$ cat config.mk
export PLATFORM = sky130hd
export DESIGN_NAME = mesh_2d_pipe
export DESIGN_NICKNAME = d
export VERILOG_FILES = /design/src/rtl/mesh_pkg.sv /design/src/rtl/mesh_link_fifo.sv /design/src/rtl/mesh_2d_pipe.sv
export SDC_FILE = /design/constraint.sdc
export NUM_CORES = 1
export LEC_CHECK = 0
export BUFFER_PORTS_ARGS = -buffer_cell sky130_fd_sc_hd__buf_2
export CORE_AREA = 2 2 485 487
export DETAILED_ROUTE_END_ITERATION = 7
export DIE_AREA = 0 0 487 489
export GPL_TIMING_DRIVEN = 0
export PLACE_DENSITY = 0.3
export SLEW_MARGIN = 20
export SYNTH_ARGS = -nofsm -noshare
export SYNTH_HDL_FRONTEND = slang
export SYNTH_SLANG_ARGS = --single-unit
$ cat constraint.sdc
create_clock -name clk -period 3.8 [get_ports clk]
set_input_delay 0.76 -clock clk [delete_from_list [all_inputs] [get_ports clk]]
set_output_delay 0.76 -clock clk [all_outputs]
set_load 0.05 [all_outputs]
$ cat src/rtl/mesh_pkg.sv
// mesh_pkg: port-direction constants, opposite-port and node-index helpers for the 2D mesh
package mesh_pkg;
    localparam int EAST  = 0;
    localparam int SOUTH = 1;
    localparam int WEST  = 2;
    localparam int NORTH = 3;

    function automatic int opposite(input int p);
        return (p + 2) % 4;
    endfunction

    function automatic int node_idx(input int x, input int y, input int h);
        return y * h + x;
    endfunction

    // Neighbour node with wrap-around; callers decide whether the wrap is a real link.
    function automatic int nb_node(input int n, input int p, input int h, input int v);
        int x;
        int y;
        x = n % h;
        y = n / h;
        return p == EAST  ? node_idx((x + 1) % h, y, h) :
               p == WEST  ? node_idx((x + h - 1) % h, y, h) :
               p == SOUTH ? node_idx(x, (y + 1) % v, h) :
                            node_idx(x, (y + v - 1) % v, h);
    endfunction

    function automatic bit on_edge(input int n, input int p, input int h, input int v);
        int x;
        int y;
        x = n % h;
        y = n / h;
        return p == EAST  ? (x == h - 1) :
               p == WEST  ? (x == 0) :
               p == SOUTH ? (y == v - 1) :
                            (y == 0);
    endfunction
endpackage

$ cat src/rtl/mesh_link_fifo.sv
// mesh_link_fifo: unidirectional link buffer with valid/ready on both sides and registered occupancy
module mesh_link_fifo #(
    parameter int DATA_W     = 37,
    parameter int LINK_DEPTH = 2
) (
    input  logic              clk,
    input  logic              rst,
    input  logic              valid_i,
    output logic              ready_o,
    input  logic [DATA_W-1:0] data_i,
    output logic              valid_o,
    input  logic              ready_i,
    output logic [DATA_W-1:0] data_o
);
    localparam int AW = $clog2(LINK_DEPTH);
    localparam logic [AW:0] FULL = LINK_DEPTH[AW:0];

    logic [DATA_W-1:0] mem [LINK_DEPTH];
    logic [AW-1:0]     wr_ptr;
    logic [AW-1:0]     rd_ptr;
    logic [AW:0]       count;
    logic              push;
    logic              pop;

    assign ready_o = count != FULL;
    assign valid_o = count != '0;
    assign data_o  = valid_o ? mem[rd_ptr] : '0;
    assign push    = valid_i && ready_o;
    assign pop     = valid_o && ready_i;

    always_ff @(posedge clk) begin
        if (rst) begin
            wr_ptr <= '0;
            rd_ptr <= '0;
            count  <= '0;
        end else begin
            wr_ptr <= push ? wr_ptr + AW'(1) : wr_ptr;
            rd_ptr <= pop ? rd_ptr + AW'(1) : rd_ptr;
            count  <= count + (AW+1)'(push) - (AW+1)'(pop);
        end
    end

    always_ff @(posedge clk) begin
        if (push) mem[wr_ptr] <= data_i;
    end
endmodule

$ cat src/rtl/mesh_2d_pipe.sv
// mesh_2d_pipe: buffered link fabric of an H_SIZE x V_SIZE mesh; MESH_TORUS_EN adds wrap links
module mesh_2d_pipe
    import mesh_pkg::*;
#(
    parameter int H_SIZE     = 2,
    parameter int V_SIZE     = 2,
    parameter int DATA_W     = 37,
    parameter int LINK_DEPTH = 2
) (
    input  logic                              clk,
    input  logic                              rst,
    input  logic [H_SIZE*V_SIZE*4*DATA_W-1:0] data_i,
    input  logic [H_SIZE*V_SIZE*4-1:0]        valid_i,
    output logic [H_SIZE*V_SIZE*4-1:0]        ready_o,
    output logic [H_SIZE*V_SIZE*4*DATA_W-1:0] data_o,
    output logic [H_SIZE*V_SIZE*4-1:0]        valid_o,
    input  logic [H_SIZE*V_SIZE*4-1:0]        ready_i
);
    localparam int NODES_NUM = H_SIZE * V_SIZE;

    // slot_ready[s] is the space flag of the buffer delivering into slot s.
    logic [NODES_NUM*4-1:0] slot_ready;

    for (genvar n = 0; n < NODES_NUM; n++) begin : g_node
        for (genvar p = 0; p < 4; p++) begin : g_port
            localparam int S = n * 4 + p;
            localparam int PEER = nb_node(n, p, H_SIZE, V_SIZE) * 4 + opposite(p);
`ifdef MESH_TORUS_EN
            localparam bit LINKED = 1'b1;
`else
            localparam bit LINKED = !on_edge(n, p, H_SIZE, V_SIZE);
`endif
            if (LINKED) begin : g_link
                mesh_link_fifo #(
                    .DATA_W    (DATA_W),
                    .LINK_DEPTH(LINK_DEPTH)
                ) u_fifo (
                    .clk    (clk),
                    .rst    (rst),
                    .valid_i(valid_i[PEER]),
                    .ready_o(slot_ready[S]),
                    .data_i (data_i[PEER*DATA_W +: DATA_W]),
                    .valid_o(valid_o[S]),
                    .ready_i(ready_i[S]),
                    .data_o (data_o[S*DATA_W +: DATA_W])
                );
                // The link leaving this port fills the peer's ingress buffer.
                assign ready_o[S] = slot_ready[PEER];
            end else begin : g_edge
                logic unused_edge;
                assign slot_ready[S]                 = 1'b0;
                assign ready_o[S]                    = 1'b0;
                assign valid_o[S]                    = 1'b0;
                assign data_o[S*DATA_W +: DATA_W]    = '0;
                assign unused_edge = ^{valid_i[S], ready_i[S], slot_ready[S], data_i[S*DATA_W +: DATA_W]};
            end
        end
    end
endmodule

; ---- Word-level counts from Yosys, hierarchy flattened
; Memories as Yosys holds them, arrays and structs flattened. A register that Yosys moved wholly into a read port is not among the register bits.
; Index checks and enable logic that the tools add are counted.
[op_classes]
mul = 0
eq_ne = 8
n_mux = 40
order_cmp = 0
reduce_logical = 24
n_addsub = 32
n_shift = 0
bitwise = 0
div = 0
[ops]
columns = op, count
row1 = two-way mux 37 bit, 8
row2 = two-way mux 1 bit, 32
row3 = "adder 1 bit, second input constant", 16
row4 = adder 2 x 1 -> 2 bit, 8
row5 = logical AND 1 bit, 16
row6 = "!= test 2 bit, second input constant", 8
row7 = nonzero test 2 bit, 8
row8 = subtractor 2 x 1 -> 2 bit, 8
[word_totals]
mem_bits_ro = 0
ram_bits = 592
output_inout_bits = 624
elab_cells = 136
n_memories = 8
latchBits = 0
reg_bits = 32
in_bits = 626
[mem_list]
columns = name, words, word_bits, rd, rd_clocked_by_memory_dff, write_ports, line_no
row1 = g_node[0].g_port[0].g_link.u_fifo.mem, 2, 37, 1, 1, 1, mesh_link_fifo.sv:18  ; logic [DATA_W-1:0] mem [LINK_DEPTH];
row2 = g_node[0].g_port[1].g_link.u_fifo.mem, 2, 37, 1, 1, 1, mesh_link_fifo.sv:18
row3 = g_node[1].g_port[1].g_link.u_fifo.mem, 2, 37, 1, 1, 1, mesh_link_fifo.sv:18
row4 = g_node[1].g_port[2].g_link.u_fifo.mem, 2, 37, 1, 1, 1, mesh_link_fifo.sv:18
row5 = g_node[2].g_port[0].g_link.u_fifo.mem, 2, 37, 1, 1, 1, mesh_link_fifo.sv:18
row6 = g_node[2].g_port[3].g_link.u_fifo.mem, 2, 37, 1, 1, 1, mesh_link_fifo.sv:18
row7 = 2 more memories, n/a, n/a, n/a, n/a, n/a, n/a

; ---- Depth between registers and ports, before layout
; Gate-level depths: netlist (run 1).
[depth]
ltp_word = 4
ltp_mapped = 8
ltp_nobuf = 8

; ---- Hierarchy
; A second synthesis (run 1) with hierarchy kept.
[hier_totals]
cells_unflattened = 1785
area_unflattened_um2 = 26879.5
[modules_own_cells]
columns = mod, instances, area_each_um2, cells_each
row1 = mesh_link_fifo, 8, 3066.7, 184
row2 = mesh_2d_pipe, 1, 2346.0, 313

; ---- Worst setup path after synthesis (run 1)
; OpenSTA, ideal clock, no wires.
[synth_timing]
path_kind = input to register
startpoint = input port valid_i[11]
endpoint = memory g_node[0].g_port[1].g_link.u_fifo.mem[0][0], enable pin
n_path_buf = 0
path_slack_ns = 0.770
path_stages = 2
arrival_ns = 2.594
setup_ns = 0.436
path_cell_list = and2_1 nor2b_1
[synth_via]
elab_chain_len = 3
[synth_lines]
columns = item, line_no
row1 = start: declaration, mesh_2d_pipe.sv:13  ; input logic [H_SIZE*V_SIZE*4-1:0] valid_i,
row2 = logical AND 1 bit, mesh_link_fifo.sv:28  ; assign push = valid_i && ready_o;
row3 = two-way mux 1 bit, mesh_link_fifo.sv:44  ; if (push) mem[wr_ptr] <= data_i;
row4 = two-way mux 1 bit (implied by the code), mesh_link_fifo.sv:44
row5 = end: declaration, mesh_link_fifo.sv:18
; No other way between the ends.

; ---- Worst setup path in the final report (run 1)
[layout_timing]
startpoint = register g_node[1].g_port[2].g_link.u_fifo.count[1]
endpoint = output port data_o[240]
[layout_via]
elab_chain_len = 2
[layout_lines]
columns = item, line_no
row1 = start: declaration, mesh_link_fifo.sv:21  ; logic [AW:0] count;
row2 = start signal: assignment, mesh_link_fifo.sv:39  ; count <= count + (AW+1)'(push) - (AW+1)'(pop);
row3 = nonzero test 2 bit, mesh_link_fifo.sv:26  ; assign valid_o = count != '0;
row4 = two-way mux 37 bit, mesh_link_fifo.sv:27  ; assign data_o = valid_o ? mem[rd_ptr] : '0;
row5 = end: declaration, mesh_2d_pipe.sv:15  ; output logic [H_SIZE*V_SIZE*4*DATA_W-1:0] data_o,
; No other way between the ends.

==> results of run 1 <==
-- Yosys cell counts (all sizes together) --
cell type | count | area (um2)
nand3 | 8 | 40.0
and2 | 15 | 93.8
buf | 388 | 3000
conb | 1 | 3.75
xor2 | 16 | 140
and3 | 8 | 50.1
edfxtp | 592 | 17800
inv | 32 | 120
xnor2 | 1 | 8.76
nor2b | 16 | 100
nor3 | 7 | 35.0
nand2b | 16 | 100
mux2i | 296 | 2960
dfxtp | 40 | 801
o21ai | 16 | 80.1
ha | 16 | 200
nor2 | 336 | 1260
clkbuf | 9 | 33.8
-- stage by stage --
| stage | instance area, um2 | setup TNS, ns | cells | setup WS, ns |
|---|---|---|---|---|
| finish | 38200 | 0 | 5990 | 0.283 |
| CTS | 38200 | 0 | 5983 | 0.0938 |
| global route | 38200 | 0 | 5986 | 0.157 |
| detailed placement | 35500 | 0 | 5830 | 0.680 |
| floorplan | 28000 | 0 | 2124 | 0.770 |
| global placement | 34900 | -361.71 | 5808 | -2.20 |
-- sequential cells by signal, summed over array words and instances (netlist names), named ones only --
signal and cells:
g_node.g_port.g_link.u_fifo.mem 592, g_node.g_port.g_link.u_fifo.wr_ptr 8, g_node.g_port.g_link.u_fifo.rd_ptr 8, g_node.g_port.g_link.u_fifo.count 16
-- repair_timing --
action | 4_1_cts | 5_1_grt
setup endpoints to repair | 14 | 0
resized for setup | 1 | 0
hold endpoints to repair | 0 | 0
hold buffers | 0 | 0
-- layout make-up --
| class | count | area (um2) |
|---|---|---|
| sequential | 632 | 18600 |
| clock inverter | 53 | 453 |
| antenna | 7 | 17.5 |
| multi-input combinational | 1063 | 6330 |
| inverter | 32 | 120 |
| fill | 26000 | 195000 |
| tap | 3060 | 3830 |
| clock buffer | 100 | 2200 |
| timing repair buffer | 646 | 3650 |
| buffer | 397 | 3040 |
-- layer usage --
metal  vias to the layer above  wire, um
met5                         -       403
met4                        66      2580
met3                       216     12800
met2                       831     45300
met1                      7771     43700
li1                       7873         -
-- power by group through the flow --
stage | logic, W | clock network [W] | registers, W
6_report | 0.0135 | 0.00784 | 0.00911
5_1_grt | 0.0144 | 0.00848 | 0.00922
4_1_cts | 0.0139 | 0.00826 | 0.00912
3_5_place_dp | 0.0139 | 0 | 0.00926
3_3_place_gp | 0.0136 | 0 | 0.00936
2_1_floorplan | 0.00938 | 0 | 0.00923
-- final timing paths --
kind	depth (start not counted)	to	from
worst max register to register	5	g_node[1].g_port[2].g_link.u_fifo.mem[0][24]	g_node[1].g_port[2].g_link.u_fifo.count[0]
worst min register to register	2	g_node[2].g_port[3].g_link.u_fifo.rd_ptr	g_node[2].g_port[3].g_link.u_fifo.rd_ptr
worst min-delay path	1	g_node[1].g_port[1].g_link.u_fifo.mem[1][23]	data_i[578]
worst max-delay path	4	data_o[240]	g_node[1].g_port[2].g_link.u_fifo.count[1]
-- cells by family (layout without fill, tap and decap cells) --
logic type               Yosys count  after routing  synth area share [%]
flip-flops                       632            632                  69.3
adder cells (fa/ha/maj)           16             16                 0.747
multiplexers                     296            296                  11.1
XOR/XNOR                          17             17                 0.555
AO/OA/AOI/OAI                     16             16                 0.299
AND/OR/NAND/NOR                  406            406                  6.27
buffers and inverters            429           1228                  11.8
other                              1            319                0.0140
-- worst register-to-register path, stage by stage, from the launching register on --
cell      delay (ns)
dfxtp_1         0.38
nand2b_1        0.20
and2_1          0.21
nor2b_4         0.38
buf_12          0.24
buf_12          0.22
==> out/qor.yml, run 1 <==
synth:
  avgSynthCellArea_um2: 14.8
  yosysUniqueCellTypes: 21
  ys_seq_area_share_pct: 69.3
  ys_ff_latch: 632
  ys_warn_count: 0
  syn-cell-area_um2: 26800
  syn_inst: 1813
global_route:
  track_usage_pct: 8.46
  grt_util_met3_pct: 4.47
  grt_use_met2_pct: 12.9
  grt_pass1_vias: 16300
  antenna_found_initial: 84
  gr-total-overflow: 0
  top_usage_layer: "met2"
  grtUsageMet1_pct: 10.2
  grt_first_pass_wirelength_mm: 138
  grt_max_degree: 38
setup_path:
  cpPeakStageDelay_ns: 0.79
  criticalPathCategory: "reg2out"
  worstPathCellList: "nor2_2, clkbuf_1, nor2_1, buf_2"
  cp_top_family: "simple AND/OR/NAND/NOR gates"
  regToRegSetupSlack_ns: 1.84
  cp.required_ns: 3.04
  crit_arrival_ns: 2.76
  cp_max_fo: 10
  crit_path_start_kind: "flop"
  crit_path_end_kind: "output pin"
  cp_slowest_cell: "nor2_1"
  crit_buf_inv: 2
power_and_ir_drop:
  p_leak_nw: 15.3
  switching_power_w: 0.0138
  clockPowerShare_pct: 25.8
  power_w: 0.0304
  p_seq_share_pct: 30.0
  power-per-cell-area_nw_per_um2: 796
  comb_power_share_pct: 44.3
  peakVddDrop_uv: 380
  intPower_w: 0.0166
  netSwitchingFraction_pct: 45.4
placement:
  gp_congestion: 0.710
  numPortBuffers: 624
  dp_hpwl_mm: 82.0
sta:
  hold_viol: 0
  fmax_mhz: 284
  drv_slew: 0
  slew_headroom_pct: 38.7
  finalCritPeriodShare_pct: 92.6
  setup_viol: 0
  finClkSkew_ns: 0.0245
  finalCriticalPeriod_ns: 3.52
  rsz0062_at_grt: "no"
  tightest_slew_ns: 0.916
  hold_ws_ns: 0.231
final_layout:
  final_cell_mix: "buf_2 (636), edfxtp_1 (592), buf_4 (344)"
  fin_nets: 3499
  final_core_util_pct: 16.4
  final_common_cell: "buf_2"
  area_delta_synth_final_pct: 42.6
  drive_gt1_share_pct: 39.9
routing:
  wl_per_cell_um: 17.5
  detail-route-antenna-nets: 0
  num_vias: 16800
  dr.pass1.iters: 5
  drt_first_iter_violations: 634
  via_per_inst: 2.80
  wl_mm: 105
  drc_errors: 0
clocking:
  clock-root-buffer: "clkbuf_16"
  htreeDepth: 3
  clk_pin_slew_worst_paths_ns: 0.06
  clk_latency_ns: 0.71
  cts.sinks: 632
  cts_buffers: 85
  postCtsSetupBuffers: 0
  cts_buffer_depth: 3
  tritoncts: "yes"
floorplanning:
  row_count: 178
  die_y_um: 489
  core_um2: 234000
  ios: 1250
  initial_core_util_pct: 11.5
  fp.dieW_um: 487
  design.die.area_um2: 238000
run:
  drv_cap: 0
worst_hold_path:
  hp-class: "in2reg"
outcome:
  status: "finished, final reports clean"
No activity file was read; power rests on OpenSTA's default activity.
==> run 2, diff against run 1 <==
--- a/config.mk
+++ b/config.mk
@@ -9,7 +9,7 @@
 export CORE_AREA = 2 2 485 487
 export DETAILED_ROUTE_END_ITERATION = 7
 export DIE_AREA = 0 0 487 489
-export GPL_TIMING_DRIVEN = 0
+export HOLD_SLACK_MARGIN = 0.06
 export PLACE_DENSITY = 0.3
 export SLEW_MARGIN = 20
 export SYNTH_ARGS = -nofsm -noshare
==> run 2 against run 1 <==
Clock-buffer cell count is 13 higher; clock power is 1% higher; combinational power is 10% lower; worst hold slack worse by 0.044 ns; routed wire length is 9.5% lower; global-route usage is 0.78 points lower; flip-flop and latch count stayed put; highest routed layer unchanged.
==> out/qor.yml, run 2 (same netlist as run 1, synthesis figures left out) <==
final_layout:
  final_cell_mix: "buf_2 (625), edfxtp_1 (592), nor2_1 (328)"
  multi_input_area_um2: 6360  # +0.42%
  regArea_um2: 18600  # about the same
  largest_reg_flops: 592  # unchanged
  drive_gt1_share_pct: 32.2  # -7.7 points
  top_register: "g_node.g_port.g_link.u_fifo.mem"
  reg_top3: "g_node.g_port.g_link.u_fifo.mem: 592 flops, g_node.g_port.g_link.u_fifo.count: 16 flops"
  fillers: 26000  # +0.058%
  final_common_cell: "buf_2"
  area_delta_synth_final_pct: 31.7
  fin_nets: 3131  # -11%
  final_core_util_pct: 15.1  # -1.2 points
clocking:
  cts.sinks: 632  # unchanged
  clock-root-buffer: "clkbuf_16"
  clk_latency_ns: 0.71  # about the same
  clk_pin_slew_worst_paths_ns: 0.06  # about the same
  ctsResizeCount: 0  # -1
  cts_buffer_depth: 3  # unchanged
  postCtsSetupBuffers: 0  # unchanged
  cts_buffers: 86  # +1.2%
  htreeDepth: 3  # unchanged
  ctsHoldBuffers: 0  # unchanged
  tritoncts: "yes"
setup_path:
  crit_path_end_kind: "output pin"
  rr_endpoint: "g_node[1].g_port[1].g_link.u_fifo.mem[0][20]"
  critPathCapture: "data_o[563]"
  cp.required_ns: 3.04  # about the same
  regToRegSetupSlack_ns: 1.56  # -0.28 ns
  reg2reg_depth: 4  # -1
  cp_max_fo: 16  # +6
  crit_arrival_ns: 2.56  # -0.20 ns
  r2r_start: "g_node[1].g_port[1].g_link.u_fifo.count[0]"
  criticalPathCategory: "reg2out"
  crit_path_start_kind: "flop"
sta:
  finClkSkew_ns: 0.0606  # +0.0361 ns
  drv_slew: 0  # unchanged
  rsz0062_at_grt: "no"
  tightest_slew_ns: 0.837  # -0.0793 ns
  finalCriticalPeriod_ns: 3.32  # -0.201 ns
  setup_viol: 0  # unchanged
  fin_setup_tns_ns: 0  # unchanged
  fmax_mhz: 302  # +6.1%
  hold_viol: 0  # unchanged
  hold_ws_ns: 0.187  # -0.0443 ns
  slew_headroom_pct: 44.2  # +5.5 points
  finalCritPeriodShare_pct: 87.3  # -5.3 points
floorplanning:
  initial_core_util_pct: 11.5  # unchanged
  ios: 1250  # unchanged
  fp.dieW_um: 487  # unchanged
  row_count: 178  # unchanged
  die_y_um: 489  # unchanged
  design.die.area_um2: 238000  # unchanged
  core_um2: 234000  # unchanged
routing:
  via_per_inst: 2.78  # -0.69%
  drt_first_iter_violations: 617  # -2.7%
  wl_per_cell_um: 16.8  # -3.8%
  drc_errors: 0  # unchanged
  dr.pass1.iters: 4  # -1
  detail-route-antenna-nets: 0  # unchanged
  wl_mm: 94.8  # -9.5%
  num_vias: 15600  # -6.6%
global_route:
  track_usage_pct: 7.68  # -0.78 points
  grt_pass1_vias: 15200  # -6.6%
  grt_max_degree: 39  # +2.6%
  gr-total-overflow: 0  # unchanged
  grt_first_pass_wirelength_mm: 127  # -8.6%
  antenna_found_initial: 79  # -6.0%
run:
  drv_cap: 0  # unchanged
worst_hold_path:
  hp-class: "in2reg"
placement:
  dp_hpwl_mm: 70.9  # -14%
  gp_congestion: 0.721  # +1.6%
  numPortBuffers: 625  # +0.16%
power_and_ir_drop:
  power_w: 0.0296  # -2.9%
  peakVddDrop_uv: 392  # +3.1%
  p_leak_nw: 13.3  # -13%
  power-per-cell-area_nw_per_um2: 837  # +5.1%
outcome:
  status: "finished, final reports clean"
[run 2: layout make-up]
| type | instances | area share [%] |
|---|---|---|
| flip-flops and latches | 632 | 52.7 |
| multi-input cells | 1063 | 18.0 |
| well taps | 3060 | 10.8 |
| repair buffers | 674 | 10.1 |
| clock buffers | 113 | 6.52 |
| clock inverters | 45 | 1.43 |
| inverters | 32 | 0.340 |
| diodes | 13 | 0.0921 |
[run 2: per-stage QoR]
stage	cell area [um2]	setup WS, ns	std cells
finish	35300	0.484	5632
global route	35300	0.290	5623
floorplan	28000	0.770	2124
global placement	32500	1.19	5461
detailed placement	32500	1.19	5461
CTS	35300	0.336	5619
[run 2: how the worst min path moves through the flow]
stage / startpoint / end / slack [ns] / cells past startpoint
after floorplan: g_node[0].g_port[0].g_link.u_fifo.wr_ptr / g_node[0].g_port[0].g_link.u_fifo.wr_ptr / 0.46 / 2
after global placement: g_node[2].g_port[3].g_link.u_fifo.rd_ptr / g_node[2].g_port[3].g_link.u_fifo.rd_ptr / 0.49 / 2
after CTS: data_i[66] / g_node[2].g_port[3].g_link.u_fifo.mem[1][29] / 0.06 / 1
after detailed placement: g_node[1].g_port[2].g_link.u_fifo.rd_ptr / flop / 0.49 / 2
after global routing: data_i[59] / g_node[2].g_port[3].g_link.u_fifo.mem[0][22] / 0.1 / 1
final: data_i[66] / g_node[2].g_port[3].g_link.u_fifo.mem[1][29] / 0.19 / 1
[run 2: where the power goes]
group | total (W) | switching (W) | leakage, nW | internal (W)
combinational | 0.0121 | 0.00947 | 6.15 | 0.00262
clock | 0.00795 | 0.00335 | 1.33 | 0.00460
sequential | 0.00951 | 0.000664 | 5.86 | 0.00885
total | 0.0296 | 0.0135 | 13.3 | 0.0161
[run 2: layer usage]
layer	up-vias	part of all wire, %	GRT usage [%]
met2	819	43	11.6
met5	-	0.50	0
met3	224	11	4.29
met1	7398	42	9.29
met4	76	2.6	2.12
li1	7130	-	-
[run 2: worst max-delay path, stage by stage, from the launching register on]
cell and delay [ns]:
dfxtp_2 0.73, mux2i_1 0.19, nor2_1 0.54, buf_2 0.38
